$ cat config.mk
export PLATFORM = sky130hd
export DESIGN_NAME = pmem_loader_flat
export DESIGN_NICKNAME = d
export VERILOG_FILES = /design/src/rtl/pmem_loader_pkg.sv /design/src/rtl/pmem_loader_if.sv /design/src/rtl/pmem_loader.sv /design/src/flat_wrapper.sv
export SDC_FILE = /design/constraint.sdc
export NUM_CORES = 1
export LEC_CHECK = 0
export CAP_MARGIN = 20
export CORE_UTILIZATION = 55
export DETAILED_ROUTE_END_ITERATION = 6
export HOLD_SLACK_MARGIN = 0.15
export PLACE_DENSITY = 0.78
export RECOVER_POWER = 100
export SLEW_MARGIN = 15
export SYNTH_ARGS = -nofsm -noshare
export SYNTH_HDL_FRONTEND = slang
export SYNTH_SLANG_ARGS = --single-unit
$ cat constraint.sdc
create_clock -name clk -period 2.95 [get_ports clk]
set_clock_uncertainty 0.2 [all_clocks]
set_input_delay 0.295 -clock clk [delete_from_list [all_inputs] [get_ports clk]]
set_output_delay 0.295 -clock clk [all_outputs]
set_load 0.02 [all_outputs]
$ cat src/rtl/pmem_loader_pkg.sv
// Shared definitions for the boot-time program-memory loader and the writable
// program memory it feeds.
package pmem_loader_pkg;

    localparam int         ADDR_W_DEF = 10;
    localparam int         DEPTH_DEF  = 256;
    localparam logic [7:0] MAGIC_DEF  = 8'hA5;

    // Frame header carries a 16-bit little-endian word count.
    localparam int COUNT_W    = 16;
    localparam int WORD_BYTES = 4;

    typedef enum logic [2:0] {
        S_IDLE,
        S_CNT_LO,
        S_CNT_HI,
        S_DATA,
        S_CSUM,
        S_DONE,
        S_ERR
    } state_t;

endpackage

$ cat src/rtl/pmem_loader_if.sv
// Byte-stream input and program-memory write port of the loader.
interface pmem_loader_if
    import pmem_loader_pkg::*;
#(
    parameter int ADDR_W = ADDR_W_DEF
) ();

    logic              byte_valid_c0;
    logic [7:0]        byte_c0;
    logic              pmem_we_c1;
    logic [ADDR_W-1:0] pmem_addr_c1;
    logic [31:0]       pmem_wdata_c1;

    // master: the loader; slave: byte source and program memory side.
    modport master (
        input  byte_valid_c0, byte_c0,
        output pmem_we_c1, pmem_addr_c1, pmem_wdata_c1
    );

    modport slave (
        output byte_valid_c0, byte_c0,
        input  pmem_we_c1, pmem_addr_c1, pmem_wdata_c1
    );

endinterface

$ cat src/rtl/pmem_loader.sv
// Parses a framed byte stream, packs little-endian 32-bit words into program
// memory and releases the core only after the frame checksum verifies.
module pmem_loader
    import pmem_loader_pkg::*;
#(
    parameter int         ADDR_W = ADDR_W_DEF,
    parameter int         DEPTH  = DEPTH_DEF,
    parameter logic [7:0] MAGIC  = MAGIC_DEF
) (
    input  logic          clk,
    input  logic          rst_n,
    pmem_loader_if.master bus,
    output logic          cpu_run,
    output logic          load_busy,
    output logic          load_err
);

    state_t             state_q, state_d;
    logic [7:0]         cnt_lo_q;
    logic [COUNT_W-1:0] words_left_q;
    logic [1:0]         byte_idx_q;
    logic [23:0]        word_q;
    logic [7:0]         csum_q;
    logic [ADDR_W-1:0]  waddr_q;

    logic               take;
    logic               is_magic;
    logic               last_byte;
    logic [COUNT_W-1:0] count;

    assign take      = bus.byte_valid_c0;
    assign is_magic  = (bus.byte_c0 == MAGIC);
    assign last_byte = (byte_idx_q == 2'd3);
    assign count     = {bus.byte_c0, cnt_lo_q};

    always_ff @(posedge clk or negedge rst_n) begin
        if (!rst_n) begin
            state_q <= S_IDLE;
        end else begin
            // NOTE: sequential state uses non-blocking assignments so every flop
            // samples pre-edge values regardless of statement order.
            state_q <= state_d;
        end
    end

    always_comb begin
        // NOTE: default assigned first so no path leaves state_d unassigned (no latch).
        state_d = state_q;
        if (take) begin
            case (state_q)
                S_IDLE, S_DONE, S_ERR: if (is_magic) state_d = S_CNT_LO;
                S_CNT_LO:              state_d = S_CNT_HI;
                S_CNT_HI: begin
                    if (int'(count) > DEPTH)     state_d = S_ERR;
                    else if (count == '0)        state_d = S_CSUM;
                    else                         state_d = S_DATA;
                end
                S_DATA: begin
                    if (last_byte && words_left_q == COUNT_W'(1)) state_d = S_CSUM;
                end
                S_CSUM:  state_d = (bus.byte_c0 == csum_q) ? S_DONE : S_ERR;
                default: state_d = S_IDLE;
            endcase
        end
    end

    // Status is decoded straight from the registered state, so it moves the
    // cycle after the byte that caused the transition.
    assign load_busy = (state_q == S_CNT_LO) || (state_q == S_CNT_HI) ||
                       (state_q == S_DATA)   || (state_q == S_CSUM);
    assign cpu_run   = (state_q == S_DONE);
    assign load_err  = (state_q == S_ERR);

    always_ff @(posedge clk or negedge rst_n) begin
        if (!rst_n) begin
            cnt_lo_q          <= '0;
            words_left_q      <= '0;
            byte_idx_q        <= '0;
            word_q            <= '0;
            csum_q            <= '0;
            waddr_q           <= '0;
            bus.pmem_we_c1    <= 1'b0;
            bus.pmem_addr_c1  <= '0;
            bus.pmem_wdata_c1 <= '0;
        end else begin
            bus.pmem_we_c1 <= 1'b0;
            if (take) begin
                case (state_q)
                    S_CNT_LO: cnt_lo_q <= bus.byte_c0;
                    S_CNT_HI: begin
                        words_left_q <= count;
                        waddr_q      <= '0;
                        byte_idx_q   <= '0;
                        csum_q       <= '0;
                    end
                    S_DATA: begin
                        csum_q     <= csum_q + bus.byte_c0;
                        byte_idx_q <= byte_idx_q + 2'd1;
                        case (byte_idx_q)
                            2'd0: word_q[7:0]   <= bus.byte_c0;
                            2'd1: word_q[15:8]  <= bus.byte_c0;
                            2'd2: word_q[23:16] <= bus.byte_c0;
                            default: begin
                                // Fourth byte completes the word; address/data hold after the pulse.
                                bus.pmem_we_c1    <= 1'b1;
                                bus.pmem_addr_c1  <= waddr_q;
                                bus.pmem_wdata_c1 <= {bus.byte_c0, word_q};
                                waddr_q           <= waddr_q + ADDR_W'(WORD_BYTES);
                                words_left_q      <= words_left_q - COUNT_W'(1);
                            end
                        endcase
                    end
                    default: ;
                endcase
            end
        end
    end

endmodule

$ cat src/flat_wrapper.sv
// flat-port wrapper written by rule: the top's interface ports become plain ports
module pmem_loader_flat import pmem_loader_pkg::*;
#(
    parameter int         ADDR_W = ADDR_W_DEF,
    parameter int         DEPTH  = DEPTH_DEF,
    parameter logic [7:0] MAGIC  = MAGIC_DEF
)
  (clk, rst_n, cpu_run, load_busy, load_err, bus_byte_valid_c0, bus_byte_c0, bus_pmem_we_c1, bus_pmem_addr_c1, bus_pmem_wdata_c1);
  pmem_loader_if #(.ADDR_W(ADDR_W)) bus_i ();
  input  logic clk;
  input  logic rst_n;
  output logic cpu_run;
  output logic load_busy;
  output logic load_err;
  input wire logic [$bits(bus_i.byte_valid_c0)-1:0] bus_byte_valid_c0;
  input wire logic [$bits(bus_i.byte_c0)-1:0] bus_byte_c0;
  output wire logic [$bits(bus_i.pmem_we_c1)-1:0] bus_pmem_we_c1;
  output wire logic [$bits(bus_i.pmem_addr_c1)-1:0] bus_pmem_addr_c1;
  output wire logic [$bits(bus_i.pmem_wdata_c1)-1:0] bus_pmem_wdata_c1;
  assign bus_i.byte_valid_c0 = bus_byte_valid_c0;
  assign bus_i.byte_c0 = bus_byte_c0;
  assign bus_pmem_we_c1 = bus_i.pmem_we_c1;
  assign bus_pmem_addr_c1 = bus_i.pmem_addr_c1;
  assign bus_pmem_wdata_c1 = bus_i.pmem_wdata_c1;
  pmem_loader #(.ADDR_W(ADDR_W), .DEPTH(DEPTH), .MAGIC(MAGIC)) u_core (.clk(clk), .rst_n(rst_n), .bus(bus_i), .cpu_run(cpu_run), .load_busy(load_busy), .load_err(load_err));
endmodule
==> flow_summary.json <==
{
  "path_common_cell": "a21oi_1",
  "synth_warnings": 0,
  "start_util_pct": 57.68,
  "cp-startpoint": "u_core.state_q[1]",
  "die_h_microns": 98.57,
  "num_io_pins": 57,
  "p_total_mw": 4.521,
  "h-tree-depth": 3,
  "die_w_microns": 98.57,
  "ys_ff_latch": 110,
  "arrival_ns": 2.61,
  "rows": 34,
  "p_leak_nw": 2.943,
  "synth_seq_area_share_pct": 53.67,
  "grt_pass1_wl_mm": 18.63,
  "wl_mm": 11.00,
  "path_buf_inv": 1,
  "cp.required_ns": 2.99,
  "grtUsageTotal_pct": 24.81,
  "cts.path.max_buffers": 2,
  "grt_antenna_before_repair": 0,
  "fin_crit_sh_pct": 86.96,
  "hold_path.class": "flip-flop to flip-flop",
  "tns_ns": 0,
  "crit_end": "u_core.words_left_q[0]",
  "dp_slack_ns": 0.2918,
  "powerDensity_mw_per_mm2": 748.1,
  "synthesis.area_sq_mm": 0.005129,
  "rr_endpoint": "u_core.words_left_q[0]",
  "slowest_delay_ns": 0.62,
  "fin_area_sq_mm": 0.006043,
  "place_area_sq_mm": 0.005856,
  "route.detailed.drc": 0,
  "cp_num_cells": 6,
  "drtIter0Drc": 222,
  "finalHoldViolations": 0,
  "io_buffers": 54,
  "dieArea_sq_mm": 0.009715,
  "cts-buffers-inserted": 9,
  "first_pass_iters": 7,
  "cts_resized": 0,
  "via_per_inst": 6.048,
  "vdd_drop_max_mv": 0.4347,
  "r2r_setup_slack_ns": 0.38,
  "syn_avg_cell_area_sq_um": 11.90,
  "cp-end-kind": "flip-flop",
  "wire_per_inst_microns": 18.02,
  "met2_length_mm": 5.386,
  "yosysUniqueCellTypes": 49,
  "gp_congestion": 0.8901,
  "syn-instance-count": 431,
  "drt-met1-wl_mm": 4.763,
  "cts.sinks": 110,
  "whs_ns": 0.3073,
  "area_growth_pct": 17.83,
  "dpl.hpwl_mm": 7.473,
  "cp-start-kind": "flip-flop",
  "reg2reg_depth": 6,
  "maxCapViolCount": 0,
  "fin_nets": 524,
  "slew_headroom_pct": 22.28,
  "reg2reg_from": "u_core.state_q[1]",
  "path_clk_slew_ns": 0.11,
  "layout-drive-gt1-share_pct": 21.91,
  "period_minus_slack_ns": 2.565,
  "grt_max_degree": 68,
  "ant_nets": 0,
  "slew_violations": 0,
  "cts_tree": "yes",
  "met3_length_microns": 649,
  "status": "complete, no violations",
  "finalSetupViolations": 0,
  "fmax_ghz": 0.3898,
  "vias": 3689,
  "grt-ovfl-total": 0,
  "worst_slack_ns": 0.3846,
  "worstMarginPinSlew_ns": 1.166,
  "crit_chain": "nand3b_1 > a21oi_1 > clkbuf_1 > o21ai_0 > o22ai_1 > a21oi_1",
  "critPathKind": "flip-flop to flip-flop",
  "antenna_cells": 0,
  "worst_path_max_delay_cell": "clkbuf_1",
  "crit_path_max_fanout": 19,
  "cp_top_family": "compound AO/OA/AOI/OAI gates",
  "grt_pass1_vias": 3724,
  "clockRootBuffer": "clkbuf_8",
  "core_area_sq_mm": 0.008891,
  "highest_layer": "met4",
  "clk_latency_ns": 0.38,
  "rsz0062_at_grt": "no"
}
[how the worst min path moves through the flow]
stage                                from                          to  cells past startpoint
5_1_grt        u_core.bus.pmem_addr_c1[2]  u_core.bus.pmem_addr_c1[2]                      1
2_1_floorplan                       rst_n  u_core.bus.pmem_addr_c1[2]                      0
3_5_place_dp                        rst_n  u_core.bus.pmem_addr_c1[9]                      1
3_3_place_gp                        rst_n  u_core.bus.pmem_addr_c1[9]                      1
4_1_cts                             rst_n  u_core.bus.pmem_addr_c1[9]                      2
6_report       u_core.bus.pmem_addr_c1[5]  u_core.bus.pmem_addr_c1[5]                      1
[area by class of cell]
class | count | area, sq um
Tap cell | 108 | 135.1
Fill cell | 639 | 2848
Multi-Input combinational cell | 289 | 2202
Clock buffer | 9 | 123.9
Inverter | 12 | 45.04
Clock inverter | 7 | 75.07
Timing Repair Buffer | 75 | 709.4
Sequential cell | 110 | 2753
[metrics by stage]
step,std cells,util [%]
2_1_floorplan,432,-
3_3_place_gp,593,65.86
3_5_place_dp,593,65.86
4_1_cts,610,68.21
5_1_grt,610,67.97
6_report,610,67.97
[worst reg2reg max path, stage by stage (launching register included)]
cell and delay [ns]:
dfrtp_1 0.57, nand3b_1 0.18, a21oi_1 0.36, clkbuf_1 0.62
o21ai_0 0.24, o22ai_1 0.21, a21oi_1 0.06
[per-layer routing]
| metal | up-vias | GRT usage [%] |
|---|---|---|
| met5 | - | 0 |
| met1 | 1841 | 32.63 |
| met2 | 127 | 40.85 |
| met3 | 22 | 6.028 |
| met4 | 0 | 8.037 |
| li1 | 1699 | - |
[sequential cells by signal, summed over array words and instances, names as in the netlist]
signal / flops
u_core.words_left_q: 16
u_core.byte_idx_q: 2
u_core.bus.pmem_addr_c1: 8
u_core.word_q: 24
u_core.bus.pmem_wdata_c1: 32
u_core.state_q: 3
u_core.cnt_lo_q: 8
u_core.csum_q: 8
u_core.waddr_q: 8
u_core.bus.pmem_we_c1: 1
[cell families (layout without fill, tap and decap cells)]
kind of cell	after synthesis	count (layout)	synth area share [%]
flip-flops	110	110	53.67
other	1	2	0.07312
AO/OA/AOI/OAI	90	90	10.86
adder cells (fa/ha/maj)	17	17	4.245
AND/OR/NAND/NOR	95	95	9.807
multiplexers	72	72	15.81
XOR/XNOR	13	13	2.220
buffers and inverters	33	103	3.318
[power by group]
group | switching, mW | internal, mW | leakage, nW | total (mW)
clock | 0.565 | 0.335 | 0.0981 | 0.901
sequential | 0.328 | 1.86 | 1.48 | 2.19
combinational | 0.764 | 0.665 | 1.37 | 1.43
[Yosys cell counts, drive strengths merged]
| cell | number | area [sq um] |
|---|---|---|
| a211oi | 1 | 12.51 |
| a21o | 2 | 15.01 |
| a21oi | 27 | 135.1 |
| a22o | 8 | 70.07 |
| a22oi | 5 | 37.54 |
| a311oi | 1 | 8.760 |
| a31o | 1 | 8.760 |
| a31oi | 1 | 6.260 |
| a32o | 1 | 10.01 |
| a32oi | 1 | 8.760 |
| and2 | 2 | 12.51 |
| and3 | 1 | 6.260 |
| buf | 7 | 42.54 |
| clkbuf | 14 | 82.58 |
| conb | 1 | 3.750 |
| dfrtp | 110 | 2753 |
| fa | 1 | 20.02 |
| ha | 15 | 187.7 |
| inv | 12 | 45.04 |
| maj3 | 1 | 10.01 |
| mux2 | 72 | 810.8 |
| nand2 | 21 | 81.33 |
| nand2b | 2 | 12.51 |
| nand3 | 8 | 40.04 |
| nand3b | 2 | 15.01 |
| nand4 | 4 | 25.02 |
| nor2 | 19 | 71.32 |
| nor2b | 4 | 25.02 |
| nor3 | 12 | 60.06 |
| nor3b | 2 | 15.01 |
| nor4 | 5 | 31.28 |
| nor4bb | 3 | 30.03 |
| o211ai | 2 | 15.01 |
| o21a | 1 | 7.510 |
| o21ai | 29 | 145.1 |
| o21bai | 1 | 7.510 |
| o221ai | 1 | 8.760 |
| o22ai | 4 | 25.02 |
| o2bb2ai | 1 | 8.760 |
| o41ai | 3 | 26.28 |
| or2 | 1 | 6.260 |
| or3 | 6 | 37.54 |
| or4 | 3 | 33.78 |
| xnor2 | 6 | 52.55 |
| xor2 | 7 | 61.31 |
[placed cells by master, fill, tap and decap left out, types with 3 or more instances in the layout]
| cell type | n |
|---|---|
| nand3_1 | 8 |
| nand4_1 | 4 |
| or3_1 | 6 |
| mux2_2 | 71 |
| xnor2_1 | 6 |
| inv_1 | 12 |
| a22o_1 | 8 |
| ha_1 | 15 |
| o22ai_1 | 4 |
| xor2_1 | 7 |
| dlygate4sd3_1 | 46 |
| clkdlybuf4s50_1 | 8 |
| clkbuf_1 | 3 |
| dfrtp_1 | 110 |
| a22oi_1 | 5 |
| nor2_1 | 19 |
| nor4_1 | 5 |
| nand2_1 | 20 |
| a21oi_1 | 27 |
| nor3_1 | 12 |
| o21ai_0 | 29 |
| nor2b_1 | 4 |
| nor4bb_1 | 3 |
| buf_4 | 15 |
| o41ai_1 | 3 |
| inv_8 | 3 |
| clkbuf_8 | 9 |
[what timing repair did]
action	in CTS	in global routing
hold buffers	1	0
buffers inserted	0	0
endpoints found under the setup margin	0	0
hold endpoints to repair	43	0
(Power assumes the default switching activity.)
